**src/rtl/mem_port_arbiter_pkg.sv**
```systemverilog
// Shared widths, owner encoding and constants for the CPU memory-port arbiter.
package arm_mem_pkg;

    localparam int unsigned MEM_ADDR_W = 12;
    localparam int unsigned MEM_DATA_W = 32;
    localparam int unsigned MEM_BE_W   = 4;
    localparam int unsigned STARVE_W   = 4;
    localparam int unsigned STAT_W     = 16;

    localparam logic [MEM_BE_W-1:0] BE_ALL = 4'hF;

    typedef enum logic [1:0] {
        OWN_NONE = 2'd0,
        OWN_IF   = 2'd1,
        OWN_LS   = 2'd2
    } mem_owner_t;

endpackage

```
**src/rtl/mem_port_arbiter_if.sv**
```systemverilog
// Fetch, load/store and RAM signals of the shared memory port.
interface mem_port_arbiter_if #(
    parameter int unsigned ADDR_W = arm_mem_pkg::MEM_ADDR_W,
    parameter int unsigned DATA_W = arm_mem_pkg::MEM_DATA_W
) ();

    logic              if_req;
    logic [ADDR_W-1:0] if_addr;
    logic              if_gnt;
    logic              if_rvalid;
    logic [DATA_W-1:0] if_rdata;

    logic              ls_req;
    logic              ls_we;
    logic [3:0]        ls_be;
    logic [ADDR_W-1:0] ls_addr;
    logic [DATA_W-1:0] ls_wdata;
    logic              ls_gnt;
    logic              ls_rvalid;
    logic [DATA_W-1:0] ls_rdata;

    logic              mem_en;
    logic              mem_we;
    logic [3:0]        mem_be;
    logic [ADDR_W-1:0] mem_addr;
    logic [DATA_W-1:0] mem_wdata;
    logic [DATA_W-1:0] mem_rdata;

    // Requestors and RAM side
    modport master (
        output if_req, if_addr,
        input  if_gnt, if_rvalid, if_rdata,
        output ls_req, ls_we, ls_be, ls_addr, ls_wdata,
        input  ls_gnt, ls_rvalid, ls_rdata,
        input  mem_en, mem_we, mem_be, mem_addr, mem_wdata,
        output mem_rdata
    );

    // Arbiter side
    modport slave (
        input  if_req, if_addr,
        output if_gnt, if_rvalid, if_rdata,
        input  ls_req, ls_we, ls_be, ls_addr, ls_wdata,
        output ls_gnt, ls_rvalid, ls_rdata,
        output mem_en, mem_we, mem_be, mem_addr, mem_wdata,
        input  mem_rdata
    );

endinterface

```
**src/rtl/mem_port_arbiter_prio_sel.sv**
```systemverilog
// Combinational grant picker: load/store priority unless fetch has starved.
module mem_arb_prio_sel (
    input  logic if_req,
    input  logic ls_req,
    input  logic starve_hit,
    output logic if_gnt,
    output logic ls_gnt
);

    always_comb begin
        if_gnt = 1'b0;
        ls_gnt = 1'b0;
        if (if_req && ls_req && starve_hit) begin
            if_gnt = 1'b1;
        end else if (ls_req) begin
            ls_gnt = 1'b1;
        end else if (if_req) begin
            if_gnt = 1'b1;
        end
    end

endmodule

```
**src/rtl/mem_port_arbiter.sv**
```systemverilog
// Single-port RAM arbiter between instruction fetch and load/store.
// Optional grant/stall statistics are enabled by MEM_PORT_ARBITER_STATS_EN.
module mem_port_arbiter
    import arm_mem_pkg::*;
#(
    parameter int unsigned ADDR_W     = MEM_ADDR_W,
    parameter int unsigned DATA_W     = MEM_DATA_W,
    parameter int unsigned STARVE_MAX = 4
) (
    input  logic               clk,
    input  logic               reset_n,
    mem_port_arbiter_if.slave  bus,
    output logic               busy
`ifdef MEM_PORT_ARBITER_STATS_EN
    ,
    output logic [STAT_W-1:0]  stat_if_grants,
    output logic [STAT_W-1:0]  stat_ls_grants,
    output logic [STAT_W-1:0]  stat_if_stalls
`endif
);

    localparam logic [STARVE_W-1:0] STARVE_LIM = STARVE_W'(STARVE_MAX);

    logic [STARVE_W-1:0] starve_cnt;
    logic                starve_hit;
    logic                if_gnt;
    logic                ls_gnt;
    mem_owner_t          rsp_own;
    mem_owner_t          rsp_own_nxt;
    logic [ADDR_W-1:0]   win_addr;
    logic [DATA_W-1:0]   win_wdata;

    assign starve_hit = (starve_cnt == STARVE_LIM);

    // Requests are masked during reset so nothing is granted there.
    mem_arb_prio_sel u_prio_sel (
        .if_req     (bus.if_req && reset_n),
        .ls_req     (bus.ls_req && reset_n),
        .starve_hit (starve_hit),
        .if_gnt     (if_gnt),
        .ls_gnt     (ls_gnt)
    );

    assign bus.if_gnt = if_gnt;
    assign bus.ls_gnt = ls_gnt;

    // RAM drive from the winner; everything zero when idle.
    always_comb begin
        win_addr      = '0;
        win_wdata     = '0;
        bus.mem_en    = 1'b0;
        bus.mem_we    = 1'b0;
        bus.mem_be    = '0;
        if (if_gnt) begin
            win_addr   = bus.if_addr;
            bus.mem_en = 1'b1;
            bus.mem_be = BE_ALL;
        end else if (ls_gnt) begin
            win_addr   = bus.ls_addr;
            win_wdata  = bus.ls_wdata;
            bus.mem_en = 1'b1;
            bus.mem_we = bus.ls_we;
            bus.mem_be = bus.ls_we ? bus.ls_be : BE_ALL;
        end
        bus.mem_addr  = win_addr;
        bus.mem_wdata = win_wdata;
    end

    // Consecutive cycles fetch has asked and lost, saturating at the limit.
    always_ff @(posedge clk) begin
        if (!reset_n) begin
            starve_cnt <= '0;
        end else if (bus.if_req && !if_gnt) begin
            if (!starve_hit) begin
                starve_cnt <= starve_cnt + STARVE_W'(1);
            end
        end else begin
            starve_cnt <= '0;
        end
    end

    always_ff @(posedge clk) begin
        if (!reset_n) begin
            rsp_own <= OWN_NONE;
        end else begin
            rsp_own <= rsp_own_nxt;
        end
    end

    always_comb begin
        rsp_own_nxt = OWN_NONE;
        if (if_gnt) begin
            rsp_own_nxt = OWN_IF;
        end else if (ls_gnt && !bus.ls_we) begin
            rsp_own_nxt = OWN_LS;
        end
    end

    // A read granted just before reset must not surface while reset is held.
    assign bus.if_rvalid = reset_n && (rsp_own == OWN_IF);
    assign bus.ls_rvalid = reset_n && (rsp_own == OWN_LS);
    assign bus.if_rdata  = bus.if_rvalid ? bus.mem_rdata : '0;
    assign bus.ls_rdata  = bus.ls_rvalid ? bus.mem_rdata : '0;
    assign busy          = reset_n && (rsp_own != OWN_NONE);

`ifdef MEM_PORT_ARBITER_STATS_EN
    always_ff @(posedge clk) begin
        if (!reset_n) begin
            stat_if_grants <= '0;
            stat_ls_grants <= '0;
            stat_if_stalls <= '0;
        end else begin
            if (if_gnt && (stat_if_grants != '1)) begin
                stat_if_grants <= stat_if_grants + STAT_W'(1);
            end
            if (ls_gnt && (stat_ls_grants != '1)) begin
                stat_ls_grants <= stat_ls_grants + STAT_W'(1);
            end
            if (bus.if_req && !if_gnt && (stat_if_stalls != '1)) begin
                stat_if_stalls <= stat_if_stalls + STAT_W'(1);
            end
        end
    end
`endif

    // Address must stay put while a request waits for its grant.
    a_if_addr_hold: assert property (@(posedge clk) disable iff (!reset_n)
        (bus.if_req && !if_gnt) |=> (!bus.if_req || $stable(bus.if_addr)));
    a_ls_addr_hold: assert property (@(posedge clk) disable iff (!reset_n)
        (bus.ls_req && !ls_gnt) |=> (!bus.ls_req || $stable(bus.ls_addr)));

endmodule

```
**src/flat_wrapper.sv**
```systemverilog
// flat-port wrapper written by rule: the top's interface ports become plain ports
module mem_port_arbiter_flat import arm_mem_pkg::*;
#(
    parameter int unsigned ADDR_W     = MEM_ADDR_W,
    parameter int unsigned DATA_W     = MEM_DATA_W,
    parameter int unsigned STARVE_MAX = 4
)
  (clk, reset_n, busy, bus_if_req, bus_if_addr, bus_if_gnt, bus_if_rvalid, bus_if_rdata, bus_ls_req, bus_ls_we, bus_ls_be, bus_ls_addr, bus_ls_wdata, bus_ls_gnt, bus_ls_rvalid, bus_ls_rdata, bus_mem_en, bus_mem_we, bus_mem_be, bus_mem_addr, bus_mem_wdata, bus_mem_rdata);
  mem_port_arbiter_if #(.ADDR_W(ADDR_W), .DATA_W(DATA_W)) bus_i ();
  input  logic clk;
  input  logic reset_n;
  output logic busy;
  input wire logic [$bits(bus_i.if_req)-1:0] bus_if_req;
  input wire logic [$bits(bus_i.if_addr)-1:0] bus_if_addr;
  output wire logic [$bits(bus_i.if_gnt)-1:0] bus_if_gnt;
  output wire logic [$bits(bus_i.if_rvalid)-1:0] bus_if_rvalid;
  output wire logic [$bits(bus_i.if_rdata)-1:0] bus_if_rdata;
  input wire logic [$bits(bus_i.ls_req)-1:0] bus_ls_req;
  input wire logic [$bits(bus_i.ls_we)-1:0] bus_ls_we;
  input wire logic [$bits(bus_i.ls_be)-1:0] bus_ls_be;
  input wire logic [$bits(bus_i.ls_addr)-1:0] bus_ls_addr;
  input wire logic [$bits(bus_i.ls_wdata)-1:0] bus_ls_wdata;
  output wire logic [$bits(bus_i.ls_gnt)-1:0] bus_ls_gnt;
  output wire logic [$bits(bus_i.ls_rvalid)-1:0] bus_ls_rvalid;
  output wire logic [$bits(bus_i.ls_rdata)-1:0] bus_ls_rdata;
  output wire logic [$bits(bus_i.mem_en)-1:0] bus_mem_en;
  output wire logic [$bits(bus_i.mem_we)-1:0] bus_mem_we;
  output wire logic [$bits(bus_i.mem_be)-1:0] bus_mem_be;
  output wire logic [$bits(bus_i.mem_addr)-1:0] bus_mem_addr;
  output wire logic [$bits(bus_i.mem_wdata)-1:0] bus_mem_wdata;
  input wire logic [$bits(bus_i.mem_rdata)-1:0] bus_mem_rdata;
  assign bus_i.if_req = bus_if_req;
  assign bus_i.if_addr = bus_if_addr;
  assign bus_if_gnt = bus_i.if_gnt;
  assign bus_if_rvalid = bus_i.if_rvalid;
  assign bus_if_rdata = bus_i.if_rdata;
  assign bus_i.ls_req = bus_ls_req;
  assign bus_i.ls_we = bus_ls_we;
  assign bus_i.ls_be = bus_ls_be;
  assign bus_i.ls_addr = bus_ls_addr;
  assign bus_i.ls_wdata = bus_ls_wdata;
  assign bus_ls_gnt = bus_i.ls_gnt;
  assign bus_ls_rvalid = bus_i.ls_rvalid;
  assign bus_ls_rdata = bus_i.ls_rdata;
  assign bus_mem_en = bus_i.mem_en;
  assign bus_mem_we = bus_i.mem_we;
  assign bus_mem_be = bus_i.mem_be;
  assign bus_mem_addr = bus_i.mem_addr;
  assign bus_mem_wdata = bus_i.mem_wdata;
  assign bus_i.mem_rdata = bus_mem_rdata;
  mem_port_arbiter #(.ADDR_W(ADDR_W), .DATA_W(DATA_W), .STARVE_MAX(STARVE_MAX)) u_core (.clk(clk), .reset_n(reset_n), .bus(bus_i), .busy(busy));
endmodule
```
**config.mk**
```make
export PLATFORM = sky130hd
export DESIGN_NAME = mem_port_arbiter_flat
export DESIGN_NICKNAME = d
export VERILOG_FILES = /design/src/rtl/mem_port_arbiter_pkg.sv /design/src/rtl/mem_port_arbiter_if.sv /design/src/rtl/mem_port_arbiter_prio_sel.sv /design/src/rtl/mem_port_arbiter.sv /design/src/flat_wrapper.sv
export SDC_FILE = /design/constraint.sdc
export NUM_CORES = 1
export LEC_CHECK = 0
export CORE_AREA = 2 2 84 86
export DETAILED_ROUTE_END_ITERATION = 16
export DIE_AREA = 0 0 86 88
export HOLD_SLACK_MARGIN = 0.15
export PLACE_DENSITY_LB_ADDON = 0.15
export SLEW_MARGIN = 20
export SYNTH_ARGS = -nofsm -noshare
export SYNTH_HDL_FRONTEND = slang
export SYNTH_SLANG_ARGS = --single-unit
```
**constraint.sdc**
```tcl
create_clock -name clk -period 3.6 [get_ports clk]
set_input_delay 0.72 -clock clk [delete_from_list [all_inputs] [get_ports clk]]
set_output_delay 0.72 -clock clk [all_outputs]
set_load 0.05 [all_outputs]
```
# == Word level (Yosys, flattened, before mapping) ==
# Index checks and enable logic that the tools add are counted.
# word_totals
memories,0
out_inout_bits,119
latchBits,0
romBits,0
wordCells,42
input_bits,97
regBits,6
mem_bits_rw,0
# classes
bitwise,1
magnitude_cmp,0
n_reduce_logical,14
add_sub_neg,1
mul,0
n_mux,20
div_mod_pow,0
n_eq_ne,3
shift,0
# ops
operator,count
two-way mux 32 bit,4
two-way mux 12 bit,2
two-way mux 4 bit,3
two-way mux 1 bit,10
logical AND 1 bit,9
"adder 4 x 1 -> 4 bit, second input constant",1
"equality test 4 x 3 -> 1 bit, second input constant",1
"equality test 2 x 1 -> 1 bit, second input constant",1
"equality test 2 bit, second input constant",1
zero test 1 bit,2
two-way mux 2 bit,1
AND reduction 2 bit,1
nonzero test 2 bit,1
OR reduction 2 bit,1
inverter 1 bit,1

# == Depth between registers and ports, before layout ==
# logic_depth
ltp_word,7
mapped_depth,6

# == Hierarchy ==
# A second synthesis with hierarchy kept.
# hier_totals
cells_unflattened,170
area_unflattened_um2,1172.4
# modules_own_cells
mod,n_inst,cells_each,area_per_inst_um2
mem_port_arbiter,1,167,1153.6
mem_arb_prio_sel,1,3,18.8

# == Least setup slack after synthesis ==
# OpenSTA, ideal clock, no wires.
# synth_path
path_kind,input to output
start,in reset_n
end,out bus_if_rdata[22]
t_arrival_ps,2042
t_required_ps,2880
cell_stages,3
path_buffers,1
setup_slack_ps,838
path_cell_list,and3b_1 clkbuf_1 and2_1
# synth_between
elab_chain_cells,2
# synth_rtl
item,line,rtl
start: declaration,flat_wrapper.sv:11,input logic reset_n;
logical AND 1 bit,mem_port_arbiter.sv:100,assign bus.if_rvalid = reset_n && (rsp_own == OWN_IF);
named net bus_if_rvalid,flat_wrapper.sv:16,output wire logic [$bits(bus_i.if_rvalid)-1:0] bus_if_rvalid;
two-way mux 32 bit,mem_port_arbiter.sv:102,assign bus.if_rdata = bus.if_rvalid ? bus.mem_rdata : '0;
end: declaration,flat_wrapper.sv:17,output wire logic [$bits(bus_i.if_rdata)-1:0] bus_if_rdata;
# The timed path passes the listed nets, and every way through them passes these cells.

# == Worst setup path after layout ==
# layout_path
start,in reset_n
end,out bus_mem_addr[9]
# layout_between
elab_chain_cells,6
# layout_rtl
item,line,rtl
logical AND 1 bit (on tied branches),"mem_port_arbiter.sv:37, mem_port_arbiter.sv:38",
logical AND 1 bit (2 in a row),mem_port_arbiter_prio_sel.sv:13,if (if_req && ls_req && starve_hit) begin
two-way mux 1 bit,mem_port_arbiter_prio_sel.sv:13,
two-way mux 12 bit,mem_port_arbiter.sv:58,end else if (ls_gnt) begin
two-way mux 12 bit (*),mem_port_arbiter.sv:54,if (if_gnt) begin
end: declaration,flat_wrapper.sv:29,output wire logic [$bits(bus_i.mem_addr)-1:0] bus_mem_addr;
# Mark *: on every way between the ends. The rest lies on a longest branch, timed or not.

==> flow_summary_export.csv <==
group,metric,value,unit
outcome,status,"complete, no violations",
synth,syn-num-nets,260,
global_route,gr-usage-met1,17.4,%
sta,finClkSkew,0.00114,ns
global_route,grt_overflow,0,
power_and_ir_drop,irDropWorstVdd,0.000106,V
synth,synth-compound-area-share,15.9,%
synth,synth-xor-area-share,1.55,%
sta,finalHoldViolations,0,
setup_path,start_kind,"primary input",
cells_and_area,drive_above_1_share,34.4,%
floorplan,dieArea,0.00757,mm^2
job,max_cap_violations,0,
global_route,antenna_found_initial,0,
synth,synthTopCellsByArea,"and2_1 (54%), dfxtp_1 (11%), a22o_1 (9.3%), buf_4 (2.7%), o21bai_1 (2.7%)",
clocking,htree_levels,1,
setup_path,cpPeakStageDelay,0.58,ns
sta,setup_viol,0,
clocking,cts_setup_buffers,0,
synth,netlist.top_cell.by_area,"and2_1",
floorplan,ioPinCount,216,
clocking,cts.sinks,6,
setup_path,crit_chain,"clkdlybuf4s50_1, nand2_1, a21oi_2, buf_4, a22o_1, buf_12",
synth,synth_edf_count,0,
cells_and_area,fin_nets,473,
cells_and_area,antenna_cells,0,
power_and_ir_drop,cellPowerDensity,144,mW/mm^2
clocking,post_cts_resized,0,
setup_path,path_buf_inv,3,
worst_hold_path,min_path_type,"flip-flop to flip-flop",
clocking,clock-root-buffer,"clkbuf_8",
floorplan,die_y,88,um
setup_path,path_class,"primary input to primary output",
synth,synth.most_common_cell,"and2_1",
detailed_routing,vias,1898,
setup_path,crit_family,"buffers and inverters",
sta,fmax,321,MHz
floorplan,rows,30,
cells_and_area,fin_area,0.00456,mm^2
detailed_routing,drc_errors,0,
global_route,grt_pass1_wl,9.94,mm
floorplan,die_w,86,um
sta,min_period,3.11,ns
clocking,clk_path_buf_depth,2,
detailed_routing,ant_nets,0,
synth,synth_common_cells,"and2_1 (97), a22o_1 (12), dfxtp_1 (6)",
placed_design,finalWeightedCongestion,0.764,
synth,yosys_warnings,0,
placed_design,dp_hpwl,6.22,mm
synth,syn_area_per_cell,7.02,um^2
synth,synthMuxAreaShare,0,%
sta,tns,0,ns
clocking,clk_pin_slew_worst_paths,0.03,ns
setup_path,ff2ff_path_depth,5,
clocking,cts_buffers,3,
worst_hold_path,worstHoldPathCells,1,
setup_path,slowest_stage,"clkdlybuf4s50_1",
synth,synth_async_sr_flop_share,0,%
sta,rsz0062_at_grt,"false",
clocking,cts_tree,"done",
synth,synth_top_area_share,53.7,%
sta,period_share,86.5,%
global_route,top_usage_layer,"met2",
cells_and_area,syn_to_final_growth,304,%
global_route,use_met3,5.66,%
global_route,grt_util_all_layers,16.8,%
synth,synthCells,161,
synth,synthAdderAreaFrac,2.21,%
setup_path,worstPathMaxFanout,11,
global_route,use_met2,32.9,%
floorplan,coreArea,0.00664,mm^2
synth,synthFlopType,"dfxtp_1",
detailed_routing,vias_per_cell,4.20,
cells_and_area,num-fill-cells,477,
placed_design,dpl_cell_area,0.00452,mm^2
sta,relSlewSlack,65.8,%
detailed_routing,routed_wl,6.82,mm
sta,tightest_slew,0.512,ns
clocking,insertion_delay,0.22,ns
synth,synth-simple-area-share,62.1,%
synth,synth_seq_area_share,10.6,%
setup_path,cp_num_cells,6,
global_route,grt_max_degree,34,
setup_path,critPathCaptureType,"primary output",
floorplan,start_util,17.0,%
placed_design,io_buffers,215,
synth,ys_types,24,
synth,ys_ff_latch,6,
power_and_ir_drop,p_leak,0.00187,uW
detailed_routing,dr.first_iter.drc_count,20,
clocking,ctsHoldBuffers,0,
synth,synth_top_family_by_area,"simple AND/OR/NAND/NOR gates",
sta,finalMaxSlewViolations,0,
setup_path,crit_required,2.88,ns
global_route,grt_pass1_vias,1898,
setup_path,crit_arrival,2.39,ns
synth,syn_area,0.00113,mm^2
detailed_routing,dr.pass1.iters,3,
detailed_routing,avgRoutedWirePerCell,15.1,um
## logic make-up after synthesis
kind of cell | after synthesis
adder cells (fa/ha/maj) | 2
AO/OA/AOI/OAI | 21
AND/OR/NAND/NOR | 114
XOR/XNOR | 2
buffers and inverters | 16
flip-flops | 6
## through the flow
stage | std cells | utilization (%) | setup slack (ns) | power, uW | hold WS (ns)
final | 452 | 68.7 | 0.485 | 659 | 0.496
after floorplan | 161 | - | 0.838 | 265 | 0.454
after global routing | 452 | 68.7 | 0.341 | 685 | 0.532
after global placement | 449 | 68.0 | 0.531 | 562 | 0.479
after CTS | 452 | 68.7 | 0.462 | 667 | 0.499
after detailed placement | 449 | 68.0 | 0.481 | 566 | 0.491
## layer usage
metal	part of all wire, %	routed length (um)	vias to the layer above
met3	12	797	4
met5	0	0	-
met1	32	2180	822
met2	56	3800	130
met4	0.60	41	0
li1	-	-	942
## path summary, 6_finish.rpt
check	startpoint	endpoint	slack, ns
max	reset_n	bus_mem_addr[9]	0.49
min	u_core.starve_cnt[0]$_SDFFE_PN0P_	u_core.starve_cnt[0]$_SDFFE_PN0P_	0.50
max reg2reg	u_core.starve_cnt[0]$_SDFFE_PN0P_	u_core.rsp_own[1]$_SDFF_PP0_	2.29
min reg2reg	u_core.starve_cnt[0]$_SDFFE_PN0P_	u_core.starve_cnt[0]$_SDFFE_PN0P_	0.50
## state kept, by name, indices dropped and copies added, names as in the netlist
name               flops
u_core.rsp_own         2
u_core.starve_cnt      4
## cells in the final DEF, fill, tap and decap left out, types with 2 or more instances in the layout
cell and count:
o21a_1 2, nor2b_1 4, ha_1 2, o21bai_1 4, xnor2_1 2, dfxtp_1 6
a22o_1 12, clkbuf_8 3, and2_1 97, nor3_1 4, clkdlybuf4s50_1 98, buf_4 5
nand2_1 3, inv_1 4, buf_12 117
## power by group
| part | leakage, uW | switching [uW] | internal, uW | total, uW |
|---|---|---|---|---|
| Clock | 0.0000216 | 27.1 | 71.6 | 98.7 |
| Combinational | 0.00180 | 228 | 263 | 491 |
| Sequential | 0.0000488 | 1.16 | 68.4 | 69.6 |
## cell type report
class,count,area (um^2),area share [%]
Tap cell,80,100,2.19
Inverter,4,15.0,0.329
Multi-Input combinational cell,139,925,20.3
Timing Repair Buffer,220,3360,73.7
Sequential cell,6,120,2.63
Clock buffer,3,41.3,0.905
Power figures use the tool's default switching activity.
